### src/rtl/wb_pkg.sv
// Shared types for the writeback arbiter: register/data widths and the queued entry format.
package wb_pkg;

    localparam int unsigned REG_W  = 5;
    localparam int unsigned DATA_W = 32;

    typedef struct packed {
        logic [REG_W-1:0]  rd;
        logic [DATA_W-1:0] data;
    } wb_entry_t;

endpackage

### src/rtl/wb_queue.sv
// Two-in/one-out circular buffer of writeback entries; exposes its storage for bypass search.
module wb_queue
    import wb_pkg::*;
#(
    parameter int unsigned DEPTH = 4,
    localparam int unsigned PtrW = $clog2(DEPTH),
    localparam int unsigned CntW = $clog2(DEPTH + 1)
) (
    input  logic                        clk_i,
    input  logic                        rst_i,
    input  logic [1:0]                  push_n_i,
    input  wb_entry_t                   push0_i,
    input  wb_entry_t                   push1_i,
    input  logic                        pop_i,
    output wb_entry_t                   head_o,
    output logic [CntW-1:0]             count_o,
    output logic [CntW-1:0]             count_next_o,
    output logic [PtrW-1:0]             rd_ptr_o,
    output wb_entry_t [DEPTH-1:0]       entries_o
);

    wb_entry_t [DEPTH-1:0] mem_q, mem_d;
    logic [PtrW-1:0]       wr_ptr_q, wr_ptr_d, wr_ptr_p1;
    logic [PtrW-1:0]       rd_ptr_q, rd_ptr_d;
    logic [CntW-1:0]       count_q, count_d;
    logic                  do_pop;

    always_comb begin
        mem_d     = mem_q;
        do_pop    = pop_i && (count_q != '0);
        wr_ptr_p1 = wr_ptr_q + PtrW'(1);

        // push0 always lands at the tail; push1 only exists alongside push0
        if (push_n_i != 2'd0) begin
            mem_d[wr_ptr_q] = push0_i;
        end
        if (push_n_i == 2'd2) begin
            mem_d[wr_ptr_p1] = push1_i;
        end

        wr_ptr_d = wr_ptr_q + PtrW'(push_n_i);
        rd_ptr_d = rd_ptr_q + PtrW'(do_pop);
        count_d  = count_q + CntW'(push_n_i) - CntW'(do_pop);
    end

    always_ff @(posedge clk_i or posedge rst_i) begin
        if (rst_i) begin
            mem_q    <= '0;
            wr_ptr_q <= '0;
            rd_ptr_q <= '0;
            count_q  <= '0;
        end else begin
            mem_q    <= mem_d;
            wr_ptr_q <= wr_ptr_d;
            rd_ptr_q <= rd_ptr_d;
            count_q  <= count_d;
        end
    end

    assign head_o       = (count_q != '0) ? mem_q[rd_ptr_q] : '0;
    assign count_o      = count_q;
    assign count_next_o = count_d;
    assign rd_ptr_o     = rd_ptr_q;
    assign entries_o    = mem_q;

endmodule

### src/rtl/wb_write_arbiter.sv
// Merges two retiring writeback lanes into the single register-file write port, in program order.
// Bypass search over pending writes is built only when WB_BYPASS_EN is defined.
module wb_write_arbiter
    import wb_pkg::*;
#(
    parameter int unsigned DEPTH = 4
) (
    input  logic              clk_i,
    input  logic              rst_i,
    input  logic              wb0_valid_i,
    input  logic [REG_W-1:0]  wb0_reg_i,
    input  logic [DATA_W-1:0] wb0_data_i,
    input  logic              wb1_valid_i,
    input  logic [REG_W-1:0]  wb1_reg_i,
    input  logic [DATA_W-1:0] wb1_data_i,
    output logic              stall_o,
    output logic              rf_write_o,
    output logic [REG_W-1:0]  rf_wr_o,
    output logic [DATA_W-1:0] rf_wd_o,
    input  logic [REG_W-1:0]  q0_reg_i,
    input  logic [REG_W-1:0]  q1_reg_i,
    output logic              q0_hit_o,
    output logic [DATA_W-1:0] q0_data_o,
    output logic              q1_hit_o,
    output logic [DATA_W-1:0] q1_data_o
);

    localparam int unsigned PtrW = $clog2(DEPTH);
    localparam int unsigned CntW = $clog2(DEPTH + 1);

    logic                  acc0, acc1, en0;
    logic [1:0]            push_n;
    wb_entry_t             lane0, lane1, slot0, slot1, head;
    logic [CntW-1:0]       count, count_next;
    logic [PtrW-1:0]       rd_ptr;
    wb_entry_t [DEPTH-1:0] entries;
    logic                  stall_q, stall_d;

    always_comb begin
        acc0 = wb0_valid_i && !stall_q && (wb0_reg_i != '0);
        acc1 = wb1_valid_i && !stall_q && (wb1_reg_i != '0);
        // Same destination in one cycle: the younger lane's value is the only one that matters
        en0  = acc0 && !(acc1 && (wb0_reg_i == wb1_reg_i));

        lane0.rd   = wb0_reg_i;
        lane0.data = wb0_data_i;
        lane1.rd   = wb1_reg_i;
        lane1.data = wb1_data_i;

        push_n = {1'b0, en0} + {1'b0, acc1};
        slot0  = en0 ? lane0 : lane1;
        slot1  = lane1;
    end

    wb_queue #(
        .DEPTH (DEPTH)
    ) u_queue (
        .clk_i        (clk_i),
        .rst_i        (rst_i),
        .push_n_i     (push_n),
        .push0_i      (slot0),
        .push1_i      (slot1),
        .pop_i        (rf_write_o),
        .head_o       (head),
        .count_o      (count),
        .count_next_o (count_next),
        .rd_ptr_o     (rd_ptr),
        .entries_o    (entries)
    );

    // Registered so that whenever stall is low a full pair is guaranteed to fit
    assign stall_d = (32'(count_next) > (DEPTH - 32'd2));

    always_ff @(posedge clk_i or posedge rst_i) begin
        if (rst_i) begin
            stall_q <= 1'b0;
        end else begin
            stall_q <= stall_d;
        end
    end

    assign stall_o    = stall_q;
    assign rf_write_o = (count != '0);
    assign rf_wr_o    = head.rd;
    assign rf_wd_o    = head.data;

`ifdef WB_BYPASS_EN
    logic [PtrW-1:0] bp_idx;

    always_comb begin
        q0_hit_o  = 1'b0;
        q0_data_o = '0;
        q1_hit_o  = 1'b0;
        q1_data_o = '0;
        bp_idx    = rd_ptr;
        // Walk oldest to youngest so the last match (youngest) wins
        for (int unsigned i = 0; i < DEPTH; i++) begin
            bp_idx = rd_ptr + PtrW'(i);
            if (i < 32'(count)) begin
                if ((q0_reg_i != '0) && (entries[bp_idx].rd == q0_reg_i)) begin
                    q0_hit_o  = 1'b1;
                    q0_data_o = entries[bp_idx].data;
                end
                if ((q1_reg_i != '0) && (entries[bp_idx].rd == q1_reg_i)) begin
                    q1_hit_o  = 1'b1;
                    q1_data_o = entries[bp_idx].data;
                end
            end
        end
    end
`else
    logic unused_bypass;

    assign unused_bypass = ^{q0_reg_i, q1_reg_i, rd_ptr, entries};
    assign q0_hit_o      = 1'b0;
    assign q0_data_o     = '0;
    assign q1_hit_o      = 1'b0;
    assign q1_data_o     = '0;
`endif

endmodule

### config.mk
export PLATFORM = sky130hd
export DESIGN_NAME = wb_write_arbiter
export DESIGN_NICKNAME = d
export VERILOG_FILES = /design/src/rtl/wb_pkg.sv /design/src/rtl/wb_queue.sv /design/src/rtl/wb_write_arbiter.sv
export SDC_FILE = /design/constraint.sdc
export NUM_CORES = 1
export LEC_CHECK = 0
export CAP_MARGIN = 20
export CELL_PAD_IN_SITES_DETAIL_PLACEMENT = 0
export CELL_PAD_IN_SITES_GLOBAL_PLACEMENT = 2
export CORE_ASPECT_RATIO = 1.2
export CORE_MARGIN = 2
export CORE_UTILIZATION = 30
export CTS_BUF_LIST = sky130_fd_sc_hd__clkbuf_4
export CTS_CLUSTER_SIZE = 12
export DETAILED_ROUTE_END_ITERATION = 12
export GPL_TIMING_DRIVEN = 0
export PLACE_DENSITY_LB_ADDON = 0.3
export SLEW_MARGIN = 20
export SYNTH_ARGS = -nofsm -noshare
export SYNTH_HDL_FRONTEND = slang
export SYNTH_SLANG_ARGS = --single-unit
### constraint.sdc
create_clock -name clk_i -period 5.2 [get_ports clk_i]
set_input_delay 0.78 -clock clk_i [delete_from_list [all_inputs] [get_ports clk_i]]
set_output_delay 0.78 -clock clk_i [all_outputs]
set_load 0.05 [all_outputs]
==> results of run 1 <==
-- routing by layer --
layer	global-route usage, %	vias to the layer above	share of wire [%]
li1	-	3874	-
met1	27.9	4379	43
met2	36.3	383	49
met3	3.80	56	6.3
met4	8.01	0	2.1
met5	0	-	0
-- layout make-up --
class,count,area (µm²)
Multi-Input combinational cell,668,4740
Fill cell,3255,19900
Sequential cell,156,3900
Antenna cell,3,7.51
Inverter,10,45.0
Clock buffer,19,143
Clock inverter,11,128
Buffer,192,1060
Timing Repair Buffer,80,818
Tap cell,401,502
-- flip-flops by register name, summed over array words and instances, names as in the netlist --
signal and flops:
u_queue.entries_o 148, stall_o 1, u_queue.count_o 3, u_queue.wr_ptr_q 2, u_queue.rd_ptr_o 2
-- synthesized netlist by cell type, types with 2 or more instances --
cell and count:
nor2_1 187, or3b_2 2, inv_1 10, nand3b_1 3
nor2b_1 38, buf_6 12, mux4_2 37, nand2_1 5
dfrtp_1 156, a221oi_1 131, clkbuf_1 75, buf_4 66
xor2_1 4, o22ai_1 148, nand3_1 2, xnor2_1 6
a221oi_2 17, or3_1 2, nor3_2 4, buf_1 35
ha_1 8, buf_2 5
-- worst reg2reg max path, cell delays in order, from the launching register on --
cell and delay [ns]:
dfrtp_1 0.42, nor2b_1 0.22, o21ai_4 0.10, nor4_2 0.68
or3_1 0.24, buf_2 0.39, inv_1 0.13, ha_1 0.28
or3b_2 0.22, clkbuf_1 0.57, clkbuf_1 0.60, o22ai_1 0.18
a221oi_1 0.25
-- path summary, 6_finish.rpt --
check / depth (start not counted) / to / slack, ns
hold / removal: 3 / u_queue.entries_o[144]$_DFF_PP0_ / 0.52
max in group asynchronous: 3 / u_queue.entries_o[54]$_DFF_PP0_ / 3.71
setup reg to reg: 12 / u_queue.entries_o[52]$_DFF_PP0_ / 0.81
min in group asynchronous: 2 / u_queue.entries_o[2]$_DFF_PP0_ / 0.66
hold reg to reg: 1 / u_queue.rd_ptr_o[0]$_DFF_PP0_ / 0.52
setup / recovery: 5 / rf_wd_o[7] / 0.34
-- power groups by stage --
stage          clock, µW  sequential (µW)  combinational [µW]
4_1_cts              804             2160                5190
2_1_floorplan          0             2080                3680
3_3_place_gp           0             2170                5120
6_report             786             2170                5170
3_5_place_dp           0             2180                5170
5_1_grt              847             2230                5490
-- metrics by stage --
stage	TNS, ns	hold slack [ns]
after global placement	-439.57	0.485
final	0	0.521
after floorplan	0	0.468
after CTS	0	0.486
after detailed placement	-34.40	0.497
after global routing	0	0.499
-- cells in the final DEF (no fill, tap or decap), types with 3 or more instances in the layout --
| master | n |
|---|---|
| mux4_2 | 37 |
| clkbuf_4 | 19 |
| nor2b_1 | 38 |
| a221oi_1 | 131 |
| nor2_1 | 187 |
| clkbuf_1 | 74 |
| conb_1 | 66 |
| buf_2 | 5 |
| dfrtp_1 | 156 |
| buf_4 | 66 |
| clkinv_1 | 4 |
| nor3_2 | 4 |
| ha_1 | 8 |
| clkinv_2 | 3 |
| a221oi_2 | 17 |
| xnor2_1 | 6 |
| clkdlybuf4s50_1 | 79 |
| buf_6 | 12 |
| bufinv_16 | 3 |
| nand2_1 | 5 |
| diode_2 | 3 |
| o22ai_1 | 148 |
| inv_1 | 9 |
| xor2_1 | 4 |
| nand3b_1 | 3 |
| buf_1 | 35 |
-- logic make-up (layout without fill, tap and decap cells) --
family,Yosys count,count (layout)
xor+xnor,10,10
flops,156,156
fa+ha+maj,9,9
simple gates,248,248
compound gates,298,298
buf+inv,203,312
other cells,1,69
mux,37,37
==> impl_results.md, run 1 <==
* Area Growth Syn to Fin at 19.4%
* CP bufs+invs at 3
* Die width at 167 µm
* Clock Latency Late Sink at 0.58 ns
* VDD IR-drop max at 0.000759 V
* Max-Cap Viols at 0
* Area share of the largest cell type after synthesis at 41.0%
* Setup Skew at 0.00905 ns
* CTS-repair resized insts at 0
* Biggest cell delay along the critical path at 0.85 ns
* CTS tree: yes
* Clock transition at path regs at 0.14 ns
* DRT Pass-1 Iters at 5
* Status: completed
* Synth area leaders: dfrtp_1 (41%), a221oi_1 (12%), o22ai_1 (9.7%), mux4_2 (8.8%), nor2_1 (7.4%)
* Area of placed instances at 0.0111 mm²
* Row count at 71
* Unique masters post-synth at 31
* Compound-Gate Fraction of Synth Area at 24.7%
* Post-Syn Instances at 962
* Largest area contributor in the netlist: dfrtp_1
* Flops & latches, synth at 156
* Post-synthesis sequential area ratio at 41.0%
* CP max FO at 10
* Pins over their slew limit at 0
* Worst setup EP type: primary output
* Xor and xnor area share after synthesis at 0.921%
* CTS Hold Bufs at 0
* Max_slew headroom at 29.2%
* Vias in the first global route at 8755
* Hold Startpoint: wb1_reg_i[1]
* Critical Path RT at 4.42 ns
* Internal power at 4130 µW
* Root Driver: clkbuf_4
* Reg2Reg Launch Point: stall_o$_DFF_PP0_
* Drt via density at 5.64
* CTS Buf Count at 17
* Routed len/inst at 23.6 µm
* Unrepaired setup endpoints after global routing: false
* Synthesized area at 0.00951 mm²
* Core ar. at 0.0313 mm²
* Dpl hpwl at 23.3 mm
* Share of flip-flops with an asynchronous set or reset at 100%
* Design Power at 8130 µW
* Final setup fails at 0
* Fraction of layout cells with a size suffix above 1 at 15.3%
* Initial antenna violation count at 2
* Largest net degree at the start of global routing at 81
* ANT nets after route at 0
* Synth Warn # at 0
* Worst slack, placed at -0.433 ns
* Measured slew at the worst slew-check pin at 1.06 ns
* Period utilization at 93.4%
* Gr ovfl total at 0
* Hold Vio Cnt, Final at 0
* Design area at 0.0114 mm²
* Worst setup margin at 0.341 ns
* Io pins at 193
* # H-tree levels at 4
* Post-synth top flop: dfrtp_1
* Combinational power share at 63.7%
* Mux contribution to synthesized area at 8.76%
* EDFF count, synth at 0
* Die Ht at 199 µm
* Crit-path leading delay family: buffers and inverters
* Largest family of logic cells by synthesized area: compound AO/OA/AOI/OAI gates
* Global-route wire length before repair at 54.5 mm
* Clk sink count at 156
* Final Instance Count excl. Fillers at 1540
* Power Density at 716 mW/mm²
* Hold Crit Class: input pin to register
* CTS max path bufs at 2
* Switching pwr at 4000 µW
* Via count of the routed design at 8692
* CP max stage cell: buf_1
* DRT iter0 DRCs at 752
* Port Buffers at 79
* Setup Fix Bufs, Post-CTS at 0
* Adder-Cell Fraction of Synth Area at 1.26%
* CP startpoint: u_queue.rd_ptr_o[0]$_DFF_PP0_
* Setup CP Type: register to primary output
* Synth Area per Inst at 9.89 µm²
* Total die area at 0.0331 mm²
* Residual DRC at 0
* GRT Overall Usage at 21.6%
* Fin crit period at 4.86 ns
* RD Place Congestion at 0.789
* Clock share of power at 9.7%
* Switching part of the total at 49.2%
* Final WL at 36.3 mm
* Crit path cell chain: clkbuf_1, buf_1, mux4_2, nor2b_1, clkdlybuf4s50_1
* Placed cells at 1508
* Fmax at 206 MHz
* CP Launch Type: register
* Simple-gate share of the synthesized area at 11.6%
* Nets at 1222
* CP arrival at 4.08 ns
* Initial Utilization at 30.4%
* Final Core Density at 36.3%
* Flop pwr share at 26.7%
* Leak pwr at 0.00444 µW
No activity file was read; power rests on OpenSTA's default activity.
==> run 2: changes to the inputs <==
Settings changed: PLACE_DENSITY_LB_ADDON 0.3 to 0.1, SLEW_MARGIN 20 to 10.
==> impl_results.md, run 2 (same netlist as run 1, synthesis figures left out) <==
* GRT Overall Usage at 22.9%
* CP dominant cell by count: clkbuf_1
* Via count of the routed design at 8763
* Initial antenna violation count at 2
* Max-Cap Viols at 0
* CTS-repair resized insts at 0
* Final setup fails at 0
* Placed cells at 1508
* Setup CP Type: input pin to register
* Clk sink count at 156
* Fin crit period at 5.04 ns
* Hold Crit Class: input pin to register
* Pins over their slew limit at 0
* Layout fillers at 3271
* CP max stage cell: nor4_2
* Max_slew headroom at 29.0%
* ANT nets after route at 0
* Core ar. at 0.0313 mm²
* R2R Path End: u_queue.entries_o[71]$_DFF_PP0_
* Most frequent cells in the layout: nor2_1 (187), dfrtp_1 (156), o22ai_1 (148)
* CP max FO at 10
* # H-tree levels at 4
* Critical Path RT at 5.70 ns
* CP Capture Point: u_queue.entries_o[71]$_DFF_PP0_
* Final WL at 38.2 mm
* Fmax at 198 MHz
* VDD IR-drop max at 0.000547 V
* Root Driver: clkbuf_4
* R2R Setup Slk at 0.39 ns
* Setup Skew at 0.0221 ns
* CP arrival at 5.54 ns
* Setup Fix Bufs, Post-CTS at 0
* Initial Utilization at 30.4%
* Global-route wire length before repair at 57.5 mm
* Residual DRC at 0
* Max reg flops at 148
* Biggest cell delay along the critical path at 0.68 ns
* Clock transition at path regs at 0.16 ns
* Measured slew at the worst slew-check pin at 1.06 ns
* Vias in the first global route at 8876
* CTS max path bufs at 2
* Reg2Reg Launch Point: stall_o$_DFF_PP0_
* Power Density at 717 mW/mm²
* Setup tns final at 0 ns
* Largest net degree at the start of global routing at 97
* CTS Buf Count at 17
* CTS Hold Bufs at 0
* Nets at 1224
* Status: completed
* DRT iter0 DRCs at 758
* Gr ovfl total at 0
* FF-to-FF path depth at 13
* Area Growth Syn to Fin at 19.5%
* Port Buffers at 79
* Final Instance Count excl. Fillers at 1544
* Row count at 71
* Total die area at 0.0331 mm²
* Worst setup EP type: register
* Fraction of layout cells with a size suffix above 1 at 15.7%
* Unrepaired setup endpoints after global routing: false
* Final Core Density at 36.3%
* Die Ht at 199 µm
* Io pins at 193
* Hold Vio Cnt, Final at 0
* Routed len/inst at 24.7 µm
* Period utilization at 97.0%
* Drt via density at 5.68
* Clock Latency Late Sink at 0.60 ns
* CTS tree: yes
* Dpl hpwl at 24.7 mm
* Die width at 167 µm
* Most common cell after layout, fill and taps aside: nor2_1
* Crit path cell chain: clkdlybuf4s50_1, nor2b_1, o21ai_4, nor4_2, or3_1, buf_2, clkbuf_1, inv_1, ha_1, or3b_2, clkbuf_1, clkbuf_1, o22ai_1, a221oi_1
* CP Launch Type: input pin
* CP startpoint: wb1_valid_i
* RD Place Congestion at 0.786
* Leak pwr at 0.00444 µW
* DRT Pass-1 Iters at 5
## run 2: changes by cell type in the layout (fill, tap and decap cells not counted), sizes merged
cell      delta
inv          +8
bufinv       -2
clkinvlp     +1
buf          +1
clkbuf       -1
clkinv       -3
## run 2: worst min-delay path by stage
stage	endpoint	cells after the start	slack (ns)	from
6_report	u_queue.entries_o[70]$_DFF_PP0_	3	0.51	wb1_reg_i[1]
5_1_grt	u_queue.entries_o[144]$_DFF_PP0_	3	0.46	wb1_reg_i[1]
4_1_cts	u_queue.entries_o[144]$_DFF_PP0_	3	0.46	wb1_reg_i[1]
3_5_place_dp	u_queue.rd_ptr_o[0]$_DFF_PP0_	1	0.49	u_queue.rd_ptr_o[0]$_DFF_PP0_
3_3_place_gp	u_queue.rd_ptr_o[0]$_DFF_PP0_	1	0.48	u_queue.rd_ptr_o[0]$_DFF_PP0_
2_1_floorplan	u_queue.count_o[2]$_DFF_PP0_	1	0.47	u_queue.count_o[2]$_DFF_PP0_
## run 2: layer usage
| metal | up-vias | share of wire, % | global-route usage, % |
|---|---|---|---|
| met5 | - | 0.037 | 0 |
| met4 | 2 | 2.2 | 7.44 |
| met3 | 53 | 5.8 | 3.66 |
| met2 | 382 | 50 | 39.0 |
| met1 | 4452 | 42 | 30.0 |
| li1 | 3874 | - | - |
## run 2: power by group
| part | total [µW] | internal (µW) | switching, µW | leakage, µW |
|---|---|---|---|---|
| Clock | 770 | 246 | 524 | 0.000141 |
| Combinational | 5210 | 1980 | 3230 | 0.00257 |
| Sequential | 2170 | 1830 | 343 | 0.00173 |
## run 2: cell type report
| cell class | count | area, µm² | share of cell area, % |
|---|---|---|---|
| multi-input cells | 668 | 4740 | 41.8 |
| flip-flops and latches | 156 | 3900 | 34.4 |
| plain buffers | 193 | 1070 | 9.40 |
| repair buffers | 81 | 830 | 7.30 |
| well taps | 401 | 502 | 4.42 |
| clock inverters | 15 | 135 | 1.19 |
| clock buffers | 17 | 128 | 1.12 |
| inverters | 10 | 45.0 | 0.396 |
| diodes | 3 | 7.51 | 0.0661 |
## run 2: critical path: cells and delay by family
family                     cells  cell delay (ns)
AOI/OAI and AO/OA              3             0.56
adders and majority gates      1             0.28
buffers and inverters          6             2.56
and+or+nand+nor                4             1.35
## run 2: per-stage QoR
step           power, µW  area (µm²)  worst slack (ns)  hold slack [ns]
6_report            8150       11400             0.158            0.505
4_1_cts             8160       11300             0.201            0.462
3_5_place_dp        7370       11100            -0.448            0.492
5_1_grt             8640       11400            0.0167            0.461
3_3_place_gp        7340       11000             -2.81            0.485
2_1_floorplan       5750        9750             0.213            0.468
==> run 3: changes to the inputs <==
==> constraint.sdc (replaced) <==
create_clock -name clk_i -period 5.2 [get_ports clk_i]
set_input_delay 1.3 -clock clk_i [delete_from_list [all_inputs] [get_ports clk_i]]
set_output_delay 1.3 -clock clk_i [all_outputs]
set_load 0.05 [all_outputs]
==> impl_results.md, run 3 (same netlist as run 1, synthesis figures left out) <==
* Fraction of layout cells with a size suffix above 1 at 18.4%
* Design Power at 8210 µW
* Period utilization at 97.1%
* DRT iter0 DRCs at 700
* Status: completed
* Max_slew headroom at 30.4%
* Die width at 167 µm
* Most common cell after layout, fill and taps aside: nor2_1
* Area of placed instances at 0.0112 mm²
* Leak pwr at 0.00454 µW
* CP max stage cell: clkbuf_1
* Reg2Reg Launch Point: stall_o$_DFF_PP0_
* Power Density at 714 mW/mm²
* Final Core Density at 36.8%
* Setup Skew at 0.0311 ns
* CP bufs+invs at 5
* GRT Overall Usage at 22.7%
* Unrepaired setup endpoints after global routing: false
* Clock Latency Late Sink at 0.60 ns
* Fin crit period at 5.05 ns
* Vias in the first global route at 8644
* ANT nets after route at 0
* Biggest cell delay along the critical path at 0.57 ns
* Largest net degree at the start of global routing at 33
* FF-to-FF path depth at 13
* Root Driver: clkbuf_4
* Pins over their slew limit at 0
* Hold Startpoint: u_queue.count_o[2]$_DFF_PP0_
* Global-route wire length before repair at 56.4 mm
* Area of the multi-input gates at 0.00476 mm²
* CTS Hold Bufs at 0
* Initial Utilization at 30.4%
* Nets at 1227
* Fmax at 198 MHz
* Die Ht at 199 µm
* Crit path depth at 14
* Final WL at 38.2 mm
* Critical Path RT at 5.71 ns
* Total die area at 0.0331 mm²
* Hold Path Cell Cnt at 1
* Setup Fix Bufs, Post-CTS at 0
* Gr ovfl total at 0
* # H-tree levels at 4
* Hold Crit Class: register to register
* CTS tree: yes
* Routed len/inst at 24.7 µm
* Hold Vio Cnt, Final at 0
* CP dominant cell by count: clkbuf_1
* Design area at 0.0115 mm²
* CP max FO at 10
* Measured slew at the worst slew-check pin at 1.04 ns
* Final setup fails at 0
* Drt via density at 5.69
* Port Buffers at 79
* Most frequent cells in the layout: nor2_1 (187), dfrtp_1 (156), o22ai_1 (148)
* Crit path cell chain: clkbuf_1, or4_4, o21ai_4, nor4_4, or3_1, buf_2, clkbuf_1, inv_1, ha_1, or3b_2, nand2_1, clkbuf_1, o22ai_1, a221oi_1
* Residual DRC at 0
* CTS-repair resized insts at 18
* Area Growth Syn to Fin at 21.0%
* CTS max path bufs at 2
* DRT Pass-1 Iters at 6
* Dpl hpwl at 25.2 mm
* Core ar. at 0.0313 mm²
* Max-Cap Viols at 0
* Crit-path leading delay family: simple AND/OR/NAND/NOR gates
* Setup tns final at 0 ns
* CP Launch Type: input pin
* Layout fillers at 3251
* CP arrival at 5.56 ns
* Clock transition at path regs at 0.16 ns
* Setup CP Type: input pin to register
* RD Place Congestion at 0.799
* Worst setup EP type: register
* CTS Buf Count at 17
* Clk sink count at 156
* Initial antenna violation count at 3
* Io pins at 193
* Max reg flops at 148
* VDD IR-drop max at 0.000530 V
* CP startpoint: wb1_reg_i[4]
* Area occupied by registers at 0.00390 mm²
* Row count at 71
* Via count of the routed design at 8797
==> run 3: final timing paths <==
check                                                  endpoint  slack, ns
worst max-delay path            u_queue.entries_o[64]$_DFF_PP0_       0.15
worst min-delay path               u_queue.count_o[2]$_DFF_PP0_       0.51
worst max register to register  u_queue.entries_o[30]$_DFF_PP0_       1.07
worst min register to register     u_queue.count_o[2]$_DFF_PP0_       0.51
max in group asynchronous       u_queue.entries_o[96]$_DFF_PP0_       3.02
min in group asynchronous       u_queue.entries_o[83]$_DFF_PP0_       1.11
==> run 3: routing by layer <==
layer  global-route usage [%]  vias up  routed length (µm)  share of wire, %
met4                     7.60        4                 885               2.3
met2                     38.7      385               19100                50
met1                     29.3     4470               16000                42
met3                     3.80       55                2160               5.7
li1                         -     3883                   -                 -
met5                        0        -                  27             0.071
==> run 3: metrics by stage <==
stage / hold slack [ns] / setup slack [ns] / instances
floorplan: 0.468 / 0.617 / 1027
global placement: 0.487 / -0.816 / 1507
detailed placement: 0.495 / -0.840 / 1512
CTS: 0.518 / 0.00796 / 1544
global route: 0.531 / 0.0198 / 1545
finish: 0.512 / 0.149 / 1545
==> run 3: cell type report <==
class / count / share of cell area [%]
multi-input cells: 668 / 41.4
flip-flops and latches: 156 / 33.9
plain buffers: 193 / 9.74
repair buffers: 84 / 7.74
well taps: 401 / 4.36
clock inverters: 15 / 1.39
clock buffers: 17 / 1.11
inverters: 10 / 0.359
diodes: 1 / 0.0217
==> run 3: worst reg2reg max path, cell delays in order (launching register included) <==
cell	delay (ns)
dfrtp_1	0.41
nor2b_1	0.24
o21ai_4	0.12
nor4_4	0.52
or3_1	0.19
buf_2	0.18
clkbuf_1	0.52
inv_1	0.15
ha_1	0.28
nand3_1	0.11
clkbuf_2	0.33
clkbuf_1	0.54
o22ai_1	0.16
a221oi_1	0.29
==> run 3: where the power goes <==
| group | internal, µW | switching, µW | total, µW |
|---|---|---|---|
| logic | 2000 | 3230 | 5220 |
| clock network | 294 | 521 | 815 |
| registers | 1830 | 349 | 2180 |
